$ cat config.mk
export PLATFORM = sky130hd
export DESIGN_NAME = fdiv_issue_stage_flat
export DESIGN_NICKNAME = d
export VERILOG_FILES = /design/src/rtl/fdiv_issue_stage_if.sv /design/src/rtl/fdiv_issue_stage.sv /design/src/flat_wrapper.sv
export SDC_FILE = /design/constraint.sdc
export NUM_CORES = 1
export LEC_CHECK = 0
export ABC_AREA = 1
export BUFFER_PORTS_ARGS = -buffer_cell sky130_fd_sc_hd__clkbuf_2
export CAP_MARGIN = 20
export CORE_MARGIN = 1.5
export CORE_UTILIZATION = 51
export CTS_BUF_LIST = sky130_fd_sc_hd__clkbuf_2 sky130_fd_sc_hd__clkbuf_4 sky130_fd_sc_hd__clkbuf_8
export CTS_CLUSTER_SIZE = 14
export DETAILED_ROUTE_END_ITERATION = 10
export PLACE_DENSITY = 0.82
export SYNTH_ARGS = -nofsm -noshare
export SYNTH_HDL_FRONTEND = slang
export SYNTH_SLANG_ARGS = --single-unit
export TNS_END_PERCENT = 30
$ cat constraint.sdc
create_clock -name clk -period 4.1 [get_ports clk]
set_input_delay 1.025 -clock clk [delete_from_list [all_inputs] [get_ports clk]]
set_output_delay 1.025 -clock clk [all_outputs]
set_load 0.01 [all_outputs]
$ cat src/rtl/fdiv_issue_stage_if.sv
// Handshake and divide-core bus for fdiv_issue_stage. The sticky-flag signals
// exist only when FDIV_STICKY_FLAGS_EN is defined.
interface fdiv_issue_stage_if #(
    parameter int XLEN = 32
);
    logic            in_valid;
    logic            in_ready;
    logic [XLEN-1:0] in_a;
    logic [XLEN-1:0] in_b;
    logic [XLEN-1:0] div_a;
    logic [XLEN-1:0] div_b;
    logic [XLEN-1:0] div_result;
    logic            out_valid;
    logic            out_ready;
    logic [XLEN-1:0] out_result;
    logic [3:0]      out_flags;
`ifdef FDIV_STICKY_FLAGS_EN
    logic            flags_clr;
    logic [3:0]      sticky_flags;

    modport slave (
        input  in_valid, in_a, in_b, div_result, out_ready, flags_clr,
        output in_ready, div_a, div_b, out_valid, out_result, out_flags, sticky_flags
    );
    modport master (
        output in_valid, in_a, in_b, div_result, out_ready, flags_clr,
        input  in_ready, div_a, div_b, out_valid, out_result, out_flags, sticky_flags
    );
`else
    modport slave (
        input  in_valid, in_a, in_b, div_result, out_ready,
        output in_ready, div_a, div_b, out_valid, out_result, out_flags
    );
    modport master (
        output in_valid, in_a, in_b, div_result, out_ready,
        input  in_ready, div_a, div_b, out_valid, out_result, out_flags
    );
`endif
endinterface

$ cat src/rtl/fdiv_issue_stage.sv
// FP32 divide issue/retire stage around an external fixed-latency mantissa divide core.
// Optional sticky exception flags are built when FDIV_STICKY_FLAGS_EN is defined.
module fdiv_issue_stage #(
    parameter int XLEN        = 32,
    parameter int DIV_LATENCY = 4
) (
    input  logic              clk,
    input  logic              rst_n,
    fdiv_issue_stage_if.slave bus
);
    localparam int               CNT_W    = (DIV_LATENCY > 1) ? $clog2(DIV_LATENCY) : 1;
    localparam logic [CNT_W-1:0] CNT_LOAD = CNT_W'(DIV_LATENCY - 1);

    localparam logic [XLEN-1:0] QNAN        = 32'h7FC0_0000;
    localparam logic [3:0]      FLG_INVALID = 4'b1000;
    localparam logic [3:0]      FLG_DBZ     = 4'b0100;
    localparam logic [3:0]      FLG_OVF     = 4'b0010;
    localparam logic [3:0]      FLG_UNF     = 4'b0001;

    typedef enum logic [1:0] {IDLE, WAIT, DONE} state_e;
    typedef enum logic [1:0] {CLS_ZERO, CLS_NORM, CLS_INF, CLS_NAN} fp_class_e;

    function automatic fp_class_e classify(input logic [31:0] x);
        if (x[30:23] == 8'hFF) return (x[22:0] != 23'd0) ? CLS_NAN : CLS_INF;
        if (x[30:23] == 8'h00) return CLS_ZERO;
        return CLS_NORM;
    endfunction

    state_e            state_q, state_d;
    logic [CNT_W-1:0]  cnt_q;
    logic [XLEN-1:0]   div_a_q, div_b_q;
    logic              sign_q;
    logic [7:0]        ea_q, eb_q;
    logic [XLEN-1:0]   result_q;
    logic [3:0]        flags_q;

    fp_class_e         cls_a, cls_b;
    logic              sign_in;
    logic              is_special;
    logic [XLEN-1:0]   spec_result;
    logic [3:0]        spec_flags;
    logic signed [9:0] exp_sum;
    logic [XLEN-1:0]   norm_result;
    logic [3:0]        norm_flags;
    logic              accept;
    logic              capture;

    // The core's sign bit carries no information: sign always comes from the operands.
    logic unused_core_sign;
    assign unused_core_sign = bus.div_result[31];

    // NOTE: every variable written in an always_comb gets a default first, so no
    // path leaves it unassigned and no latch is inferred.
    always_comb begin
        cls_a       = classify(bus.in_a);
        cls_b       = classify(bus.in_b);
        sign_in     = bus.in_a[31] ^ bus.in_b[31];
        is_special  = !(cls_a == CLS_NORM && cls_b == CLS_NORM);
        spec_result = {sign_in, 31'd0};
        spec_flags  = 4'd0;
        if (cls_a == CLS_NAN || cls_b == CLS_NAN ||
            (cls_a == CLS_ZERO && cls_b == CLS_ZERO) ||
            (cls_a == CLS_INF  && cls_b == CLS_INF)) begin
            spec_result = QNAN;
            spec_flags  = FLG_INVALID;
        end else if (cls_a == CLS_NORM && cls_b == CLS_ZERO) begin
            spec_result = {sign_in, 8'hFF, 23'd0};
            spec_flags  = FLG_DBZ;
        end else if (cls_a == CLS_INF) begin
            spec_result = {sign_in, 8'hFF, 23'd0};
        end
        // finite/Inf and 0/nonzero keep the signed-zero default
    end

    // Quotient of the normalised mantissas has exponent 126 or 127; re-bias it.
    always_comb begin
        exp_sum     = signed'({2'b00, ea_q}) - signed'({2'b00, eb_q})
                    + signed'({2'b00, bus.div_result[30:23]});
        norm_result = {sign_q, exp_sum[7:0], bus.div_result[22:0]};
        norm_flags  = 4'd0;
        if (exp_sum >= 10'sd255) begin
            norm_result = {sign_q, 8'hFF, 23'd0};
            norm_flags  = FLG_OVF;
        end else if (exp_sum <= 10'sd0) begin
            norm_result = {sign_q, 31'd0};
            norm_flags  = FLG_UNF;
        end
    end

    always_comb begin
        state_d = state_q;
        accept  = 1'b0;
        capture = 1'b0;
        unique case (state_q)
            IDLE: begin
                if (bus.in_valid) begin
                    accept  = 1'b1;
                    state_d = is_special ? DONE : WAIT;
                end
            end
            WAIT: begin
                if (cnt_q == '0) begin
                    capture = 1'b1;
                    state_d = DONE;
                end
            end
            DONE: begin
                if (bus.out_ready) state_d = IDLE;
            end
            default: state_d = IDLE;
        endcase
    end

    // NOTE: sequential state is assigned with <= only, so every register samples
    // the pre-edge values regardless of statement order.
    always_ff @(posedge clk) begin
        if (!rst_n) state_q <= IDLE;
        else        state_q <= state_d;
    end

    always_ff @(posedge clk) begin
        if (!rst_n) begin
            cnt_q    <= '0;
            div_a_q  <= '0;
            div_b_q  <= '0;
            sign_q   <= 1'b0;
            ea_q     <= 8'd0;
            eb_q     <= 8'd0;
            result_q <= '0;
            flags_q  <= 4'd0;
        end else begin
            if (accept && is_special) begin
                result_q <= spec_result;
                flags_q  <= spec_flags;
            end
            if (accept && !is_special) begin
                div_a_q <= {1'b0, 8'd127, bus.in_a[22:0]};
                div_b_q <= {1'b0, 8'd127, bus.in_b[22:0]};
                sign_q  <= sign_in;
                ea_q    <= bus.in_a[30:23];
                eb_q    <= bus.in_b[30:23];
                cnt_q   <= CNT_LOAD;
            end else if (state_q == WAIT && cnt_q != '0) begin
                cnt_q <= cnt_q - 1'b1;
            end
            if (capture) begin
                result_q <= norm_result;
                flags_q  <= norm_flags;
            end
        end
    end

    assign bus.in_ready   = (state_q == IDLE);
    assign bus.out_valid  = (state_q == DONE);
    assign bus.out_result = result_q;
    assign bus.out_flags  = flags_q;
    assign bus.div_a      = div_a_q;
    assign bus.div_b      = div_b_q;

`ifdef FDIV_STICKY_FLAGS_EN
    logic [3:0] sticky_q;

    // A clear in the same cycle as a retiring result wins.
    always_ff @(posedge clk) begin
        if (!rst_n)                              sticky_q <= 4'd0;
        else if (bus.flags_clr)                  sticky_q <= 4'd0;
        else if (bus.out_valid && bus.out_ready) sticky_q <= sticky_q | flags_q;
    end

    assign bus.sticky_flags = sticky_q;
`endif
endmodule

$ cat src/flat_wrapper.sv
// flat-port wrapper written by rule: the top's interface ports become plain ports
module fdiv_issue_stage_flat 
#(
    parameter int XLEN        = 32,
    parameter int DIV_LATENCY = 4
)
  (clk, rst_n, bus_in_valid, bus_in_a, bus_in_b, bus_div_result, bus_out_ready, bus_in_ready, bus_div_a, bus_div_b, bus_out_valid, bus_out_result, bus_out_flags);
  fdiv_issue_stage_if #(.XLEN(XLEN)) bus_i ();
  input  logic clk;
  input  logic rst_n;
  input wire logic [$bits(bus_i.in_valid)-1:0] bus_in_valid;
  input wire logic [$bits(bus_i.in_a)-1:0] bus_in_a;
  input wire logic [$bits(bus_i.in_b)-1:0] bus_in_b;
  input wire logic [$bits(bus_i.div_result)-1:0] bus_div_result;
  input wire logic [$bits(bus_i.out_ready)-1:0] bus_out_ready;
  output wire logic [$bits(bus_i.in_ready)-1:0] bus_in_ready;
  output wire logic [$bits(bus_i.div_a)-1:0] bus_div_a;
  output wire logic [$bits(bus_i.div_b)-1:0] bus_div_b;
  output wire logic [$bits(bus_i.out_valid)-1:0] bus_out_valid;
  output wire logic [$bits(bus_i.out_result)-1:0] bus_out_result;
  output wire logic [$bits(bus_i.out_flags)-1:0] bus_out_flags;
  assign bus_i.in_valid = bus_in_valid;
  assign bus_i.in_a = bus_in_a;
  assign bus_i.in_b = bus_in_b;
  assign bus_i.div_result = bus_div_result;
  assign bus_i.out_ready = bus_out_ready;
  assign bus_in_ready = bus_i.in_ready;
  assign bus_div_a = bus_i.div_a;
  assign bus_div_b = bus_i.div_b;
  assign bus_out_valid = bus_i.out_valid;
  assign bus_out_result = bus_i.out_result;
  assign bus_out_flags = bus_i.out_flags;
  fdiv_issue_stage #(.XLEN(XLEN), .DIV_LATENCY(DIV_LATENCY)) u_core (.clk(clk), .rst_n(rst_n), .bus(bus_i));
endmodule
==> impl_results.md, run 1 <==
- Outcome: complete, no violations
- Drt first pass iters: 4
- FF-to-FF setup slack: 0.60 ns
- Share of layout cells above drive strength 1: 0.2605
- Crit path to: u_core.bus.out_result[21]
- Row cnt: 36
- CTS tree: yes
- Max incr delay on CP: 0.35 ns
- Multi-input logic area: 2451 µm²
- Full die area: 10,820 µm²
- Slowest CP cell: ha_1
- Starting Density: 0.5299
- Startpoint Class: register
- Hpwl dp: 9.524 mm
- Width of the chip: 104.0 µm
- # H-tree levels: 3
- Cells after Synth: 738
- Hold Crit Class: register to register
- WL/cell: 11.98 µm
- Rel. slew slack: 0.3615
- Count of cell types in the netlist: 33
- Yosys warns: 0
- Post-Syn Area per Cell: 7.051 µm²
- Placeable Area: 9819 µm²
- Register area: 2082 µm²
- Drt drc: 0
- Max Cap Viol: 0
- Slew Limit Fails: 0
- P per Cell Area: 470.4 nW/µm²
- Setup TNS Final: 0 ns
- Worst EP arrival: 3.77 ns
- Levels on crit path: 20
- Max clock buf depth: 2
- Fin crit share: 0.8528
- # Post-CTS Setup Buffers: 0
- Netlist Area Pre-Place: 5204 µm²
- First-pass GRT wire length: 20.41 mm
- Boundary Pins: 202
- GPL Wtd Cong: 0.8396
- LEAKAGE: 3.069 nW
- Worst-Skew Late Latency: 0.36 ns
- Root buffer selected by CTS: clkbuf_8
- Synth Flop Type: dfxtp_1
- RR Startpoint: u_core.eb_q[2]
- Most frequent cells in the layout: clkbuf_2 (196), nand2_1 (125), a21oi_1 (110)
- Final hold violation count: 0
- Synthesized flop and latch total: 104
- Filler Cells Inserted: 949
- Post-synth EDFFs: 0
- Clock sink total: 104
- Initial antenna violation count: 0
- Post-synth ARST share: 0
- Vias in the first global route: 4,529
- CP Class: register to register
- Total GRT Usage: 0.2287
- Post-CTS sizing: 0
- CP cell instances: inv_1, ha_1, nand2_1, o21ai_0, a21oi_1, o21bai_1, xnor2_1, inv_1, ha_1, a21oi_1, nor2_1, nor2_1, nand2_2, xnor2_1, nand2_2, nand2_2, nor2_4, buf_4, nand3_1, a21oi_1
- Initial drt markers: 247
- Final setup fails: 0
- Routed vias: 5,037
- Die H: 104.0 µm
- Register area share after synthesis: 0.4001
- Hold buffer count at cts: 0
- Layout area overhead: 21.78%
- R2R depth: 20
- Clk_skew: 0.01274 ns
- Crit path time final: 3.496 ns
- Routed WL: 12.45 mm
- Final ANT Viol Nets: 0
- CP Data Required Time: 4.38 ns
- Most common cell after layout, fill and taps aside: clkbuf_2
- Worst setup EP type: register
- Critical path's top delay family: compound AO/OA/AOI/OAI gates
- Worst path bufs/invs: 3
- Buffers added on ports: 196
- Vias per inst: 4.848
- Worst hold margin: 0.4464 ns
- Global route overflow: 0
- FMAX: 0.2860 GHz
- Reg2reg end: u_core.bus.out_result[21]
- Peak supply drop: 0.3044 mV
- Largest net degree at the start of global routing: 74
- Clock slew at reported path FFs: 0.10 ns
- Ant. Diodes: 0
- Setup crit start: u_core.eb_q[2]
- RSZ-0062 raised after global routing: no
- Nets@finish: 1,020
- Worst-Margin Slew: 0.9567 ns
- CP max FO: 33
- TritonCTS buffer count: 9
==> flip-flops by register name, summed over array words and instances (netlist names) <==
signal                 flops
u_core.bus.out_flags       4
u_core.bus.div_a          24
u_core.sign_q              1
u_core.ea_q                8
u_core.bus.out_result     32
u_core.eb_q                8
u_core.cnt_q               2
u_core.bus.div_b          23
u_core.state_q             2
==> tightest hold or removal path: cells and delay by family, from the launching register on <==
kind	cells	cell delay (ns)
AOI/OAI and AO/OA	1	0.04
DFF	1	0.32
buffers and inverters	1	0.04
==> area by class of cell <==
class / instances / area share
clock buffer: 10 / 0.02073
timing repair buffer: 200 / 0.1615
clock inverter: 6 / 0.01224
sequential: 104 / 0.3285
multi-input combinational: 478 / 0.3868
inverter: 108 / 0.06397
tap: 133 / 0.02626
==> layer usage <==
metal | global-route usage | wire (µm)
met1 | 0.2691 | 5413
met5 | 0 | 0
met3 | 0.07393 | 964
met2 | 0.4026 | 5918
met4 | 0.05456 | 153
==> where the power goes <==
group          switching (W)  internal [W]  leakage [nW]
sequential         0.0000543       0.00111         0.856
combinational       0.000729      0.000423          2.11
clock               0.000362      0.000299         0.107
total                0.00114       0.00184          3.07
==> synthesized netlist by cell type (2+ instances only) <==
master	number	area, µm²
o21bai_1	2	15.01
nand4_1	7	43.79
xnor2_1	7	61.31
nor2_1	55	206.5
inv_2	2	7.510
nor3_1	8	40.04
inv_1	106	397.9
buf_2	6	30.03
buf_6	3	33.78
a31oi_1	2	12.51
dfxtp_1	104	2082
nand3_1	35	175.2
nand3_2	6	60.06
ha_1	17	212.7
o21ai_0	77	385.4
buf_1	4	15.01
fa_1	2	40.04
and2_1	2	12.51
clkbuf_1	20	75.07
xor2_1	4	35.03
a21oi_1	110	550.5
nand2_2	7	43.79
nand2_1	125	469.2
buf_4	18	135.1
==> how the worst min path moves through the flow <==
stage | startpoint | endpoint | slack [ns] | cells past startpoint
final | u_core.bus.div_b[0] | u_core.bus.div_b[0] | 0.45 | 2
after global placement | u_core.bus.div_b[0] | u_core.bus.div_b[0] | 0.43 | 2
after detailed placement | u_core.bus.div_b[0] | u_core.bus.div_b[0] | 0.44 | 2
after global routing | u_core.bus.div_b[22] | u_core.bus.div_b[22] | 0.46 | 2
after CTS | u_core.bus.div_b[0] | u_core.bus.div_b[0] | 0.45 | 2
after floorplan | u_core.sign_q | u_core.sign_q | 0.42 | 2
==> per-stage QoR <==
stage / instance area, µm² / utilization / power (W) / setup slack [ns] / instances
CTS: 6337 / 0.6454 / 0.003007 / 0.5825 / 1039
global route: 6337 / 0.6454 / 0.003213 / 0.2608 / 1039
floorplan: 5215 / - / 0.002061 / 1.074 / 741
finish: 6337 / 0.6454 / 0.002981 / 0.6037 / 1039
detailed placement: 6128 / 0.6241 / 0.002347 / 0.6044 / 1023
global placement: 6128 / 0.6241 / 0.002321 / 0.6829 / 1023
==> cell families after synthesis <==
logic type / synth area share
AOI/OAI and AO/OA: 0.1851
other: 0.0007206
xor gates and xnor gates: 0.01851
buffers and inverters: 0.1334
and+or+nand+nor: 0.2135
DFF: 0.4001
adders and majority gates: 0.04857
No activity file was read; power rests on OpenSTA's default activity.
==> run 2: changes to the inputs <==
--- a/config.mk
+++ b/config.mk
@@ -8,6 +8,7 @@
 export ABC_AREA = 1
 export BUFFER_PORTS_ARGS = -buffer_cell sky130_fd_sc_hd__clkbuf_2
 export CAP_MARGIN = 20
+export CORE_ASPECT_RATIO = 0.9
 export CORE_MARGIN = 1.5
 export CORE_UTILIZATION = 51
 export CTS_BUF_LIST = sky130_fd_sc_hd__clkbuf_2 sky130_fd_sc_hd__clkbuf_4 sky130_fd_sc_hd__clkbuf_8
==> run 2 against run 1 <==
Die area about the same. Non-clock buffer count increased by 1. Wire length shrank 1.2%. Utilization is 0.10 points higher. Clock-buffer cell count up 1. Critical path type unchanged. Highest routed layer unchanged.
==> impl_results.md, run 2 (synthesis results as in run 1) <==
- Outcome: complete, no violations
- Startpoint Class: register
- Routed WL: 12.30 mm (-1.2%)
- GPL Wtd Cong: 0.8971 (+6.8%)
- Ant. Diodes: 0 (unchanged)
- Setup slack after layout: 0.5540 ns (-0.04971 ns)
- Hold path cells: 2 (unchanged)
- Worst setup EP type: register
- Filler Cells Inserted: 904 (-4.7%)
- Die H: 98.83 µm (-5.0%)
- First-pass GRT wire length: 19.86 mm (-2.7%)
- Peak supply drop: 0.3010 mV (-1.1%)
- R2R depth: 22 (+10%)
- Initial antenna violation count: 0 (unchanged)
- Final hold violation count: 0 (unchanged)
- Worst-Skew Late Latency: 0.36 ns (about the same)
- CP max FO: 33 (unchanged)
- Max clock buf depth: 2 (unchanged)
- Share of layout cells above drive strength 1: 0.2613 (+0.0008153)
- Drt first pass iters: 5 (+1)
- Nets@finish: 1,021 (+0.098%)
- Routed vias: 5,035 (-0.040%)
- CTS tree: yes
- Total GRT Usage: 0.2281 (-0.0006118)
- Slew Limit Fails: 0 (unchanged)
- CP Class: register to register
- Post-layout power: 0.002950 W (-1.0%)
- TritonCTS buffer count: 9 (unchanged)
- Multi-input logic area: 2451 µm² (unchanged)
- Vias in the first global route: 4,408 (-2.7%)
- Hold Crit Class: register to register
- WL/cell: 11.90 µm (-0.66%)
- Clock slew at reported path FFs: 0.11 ns (about the same)
- Most common cell after layout, fill and taps aside: clkbuf_2
- Largest net degree at the start of global routing: 90 (+22%)
- Root buffer selected by CTS: clkbuf_8
- Buffers added on ports: 196 (unchanged)
- Placeable Area: 9784 µm² (-0.36%)
- Clock sink total: 104 (unchanged)
- RSZ-0062 raised after global routing: no
- Rel. slew slack: 0.3624 (+0.0008850)
- Fin crit share: 0.8649 (+0.01212)
- FMAX: 0.2820 GHz (-1.4%)
- Worst hold margin: 0.4507 ns (+0.004363 ns)
- Row cnt: 34 (-5.6%)
- Boundary Pins: 202 (unchanged)
- Width of the chip: 109.5 µm (+5.3%)
- Register area: 2082 µm² (unchanged)
- Max Cap Viol: 0 (unchanged)
- Setup TNS Final: 0 ns (unchanged)
- LEAKAGE: 3.069 nW (about the same)
- Full die area: 10,820 µm² (about the same)
- Layout area overhead: 21.54%
- P per Cell Area: 466.4 nW/µm² (-0.85%)
- Global route overflow: 0 (unchanged)
- Post-CTS sizing: 0 (unchanged)
- Largest register FFs: 32 (unchanged)
- Hold buffer count at cts: 0 (unchanged)
- Worst EP arrival: 3.83 ns (+0.06 ns)
- CP Data Required Time: 4.38 ns (about the same)
- Clk_skew: 0.01432 ns (+0.001579 ns)
- Final setup fails: 0 (unchanged)
- Vias per inst: 4.874 (+0.54%)
- Starting Density: 0.5318 (+0.001898)
- Drt drc: 0 (unchanged)
- Crit path time final: 3.546 ns (+0.04971 ns)
- # Post-CTS Setup Buffers: 0 (unchanged)
- Final ANT Viol Nets: 0 (unchanged)
- Initial drt markers: 248 (+0.40%)
- Most frequent cells in the layout: clkbuf_2 (196), nand2_1 (125), a21oi_1 (110)
- Worst-Margin Slew: 0.9554 ns (-0.001326 ns)
- Pre-CTS setup slack: 0.5406 ns (-0.06376 ns)
- # H-tree levels: 3 (unchanged)
- Hpwl dp: 9.372 mm (-1.6%)
[run 2: worst paths after layout]
check                                   end  slack (ns)                  from
hold / removal         u_core.bus.div_b[16]        0.45  u_core.bus.div_b[16]
setup reg to reg  u_core.bus.out_result[12]        0.55        u_core.eb_q[2]
setup / recovery  u_core.bus.out_result[12]        0.55        u_core.eb_q[2]
hold reg to reg        u_core.bus.div_b[16]        0.45  u_core.bus.div_b[16]
[run 2: final cells by class]
class                           count  area share
Timing Repair Buffer              201      0.1630
Tap cell                          126     0.02493
Multi-Input combinational cell    478      0.3875
Clock buffer                       11     0.02394
Inverter                          108     0.06409
Sequential cell                   104      0.3292
Clock inverter                      5    0.007319
[run 2: stage by stage]
stage          instance area (µm²)  cells    util
6_report                      6325   1033  0.6464
5_1_grt                       6325   1033  0.6464
4_1_cts                       6325   1033  0.6464
3_5_place_dp                  6127   1017  0.6262
3_3_place_gp                  6127   1017  0.6262
2_1_floorplan                 5215    741       -
[run 2: metal layers]
| layer | track usage | part of all wire | vias up |
|---|---|---|---|
| met5 | 0 | 0 | - |
| li1 | - | - | 2674 |
| met2 | 0.3770 | 0.46 | 184 |
| met1 | 0.2862 | 0.43 | 2162 |
| met3 | 0.07474 | 0.093 | 15 |
| met4 | 0.05594 | 0.011 | 0 |
[run 2: report_power, final]
| part | internal, W | switching, W | total (W) |
|---|---|---|---|
| logic | 0.000424 | 0.000725 | 0.00115 |
| clock network | 0.000266 | 0.000368 | 0.000634 |
| registers | 0.00111 | 0.0000537 | 0.00117 |
[run 2: worst max-delay path, stage by stage (launching register included)]
cell and delay, ns:
dfxtp_1 0.33, inv_1 0.05, ha_1 0.35, nand2_1 0.06, o21ai_0 0.26, a21oi_1 0.12
o21bai_1 0.21, nand2_1 0.07, nand2_1 0.06, a21oi_1 0.07, xnor2_1 0.19, ha_1 0.30
inv_1 0.11, o21bai_1 0.08, nor2_1 0.16, nand2_2 0.08, xnor2_1 0.13, nand2_2 0.08
nand2_2 0.06, nor2_4 0.09, buf_4 0.32, nand3_1 0.12, a21oi_1 0.16
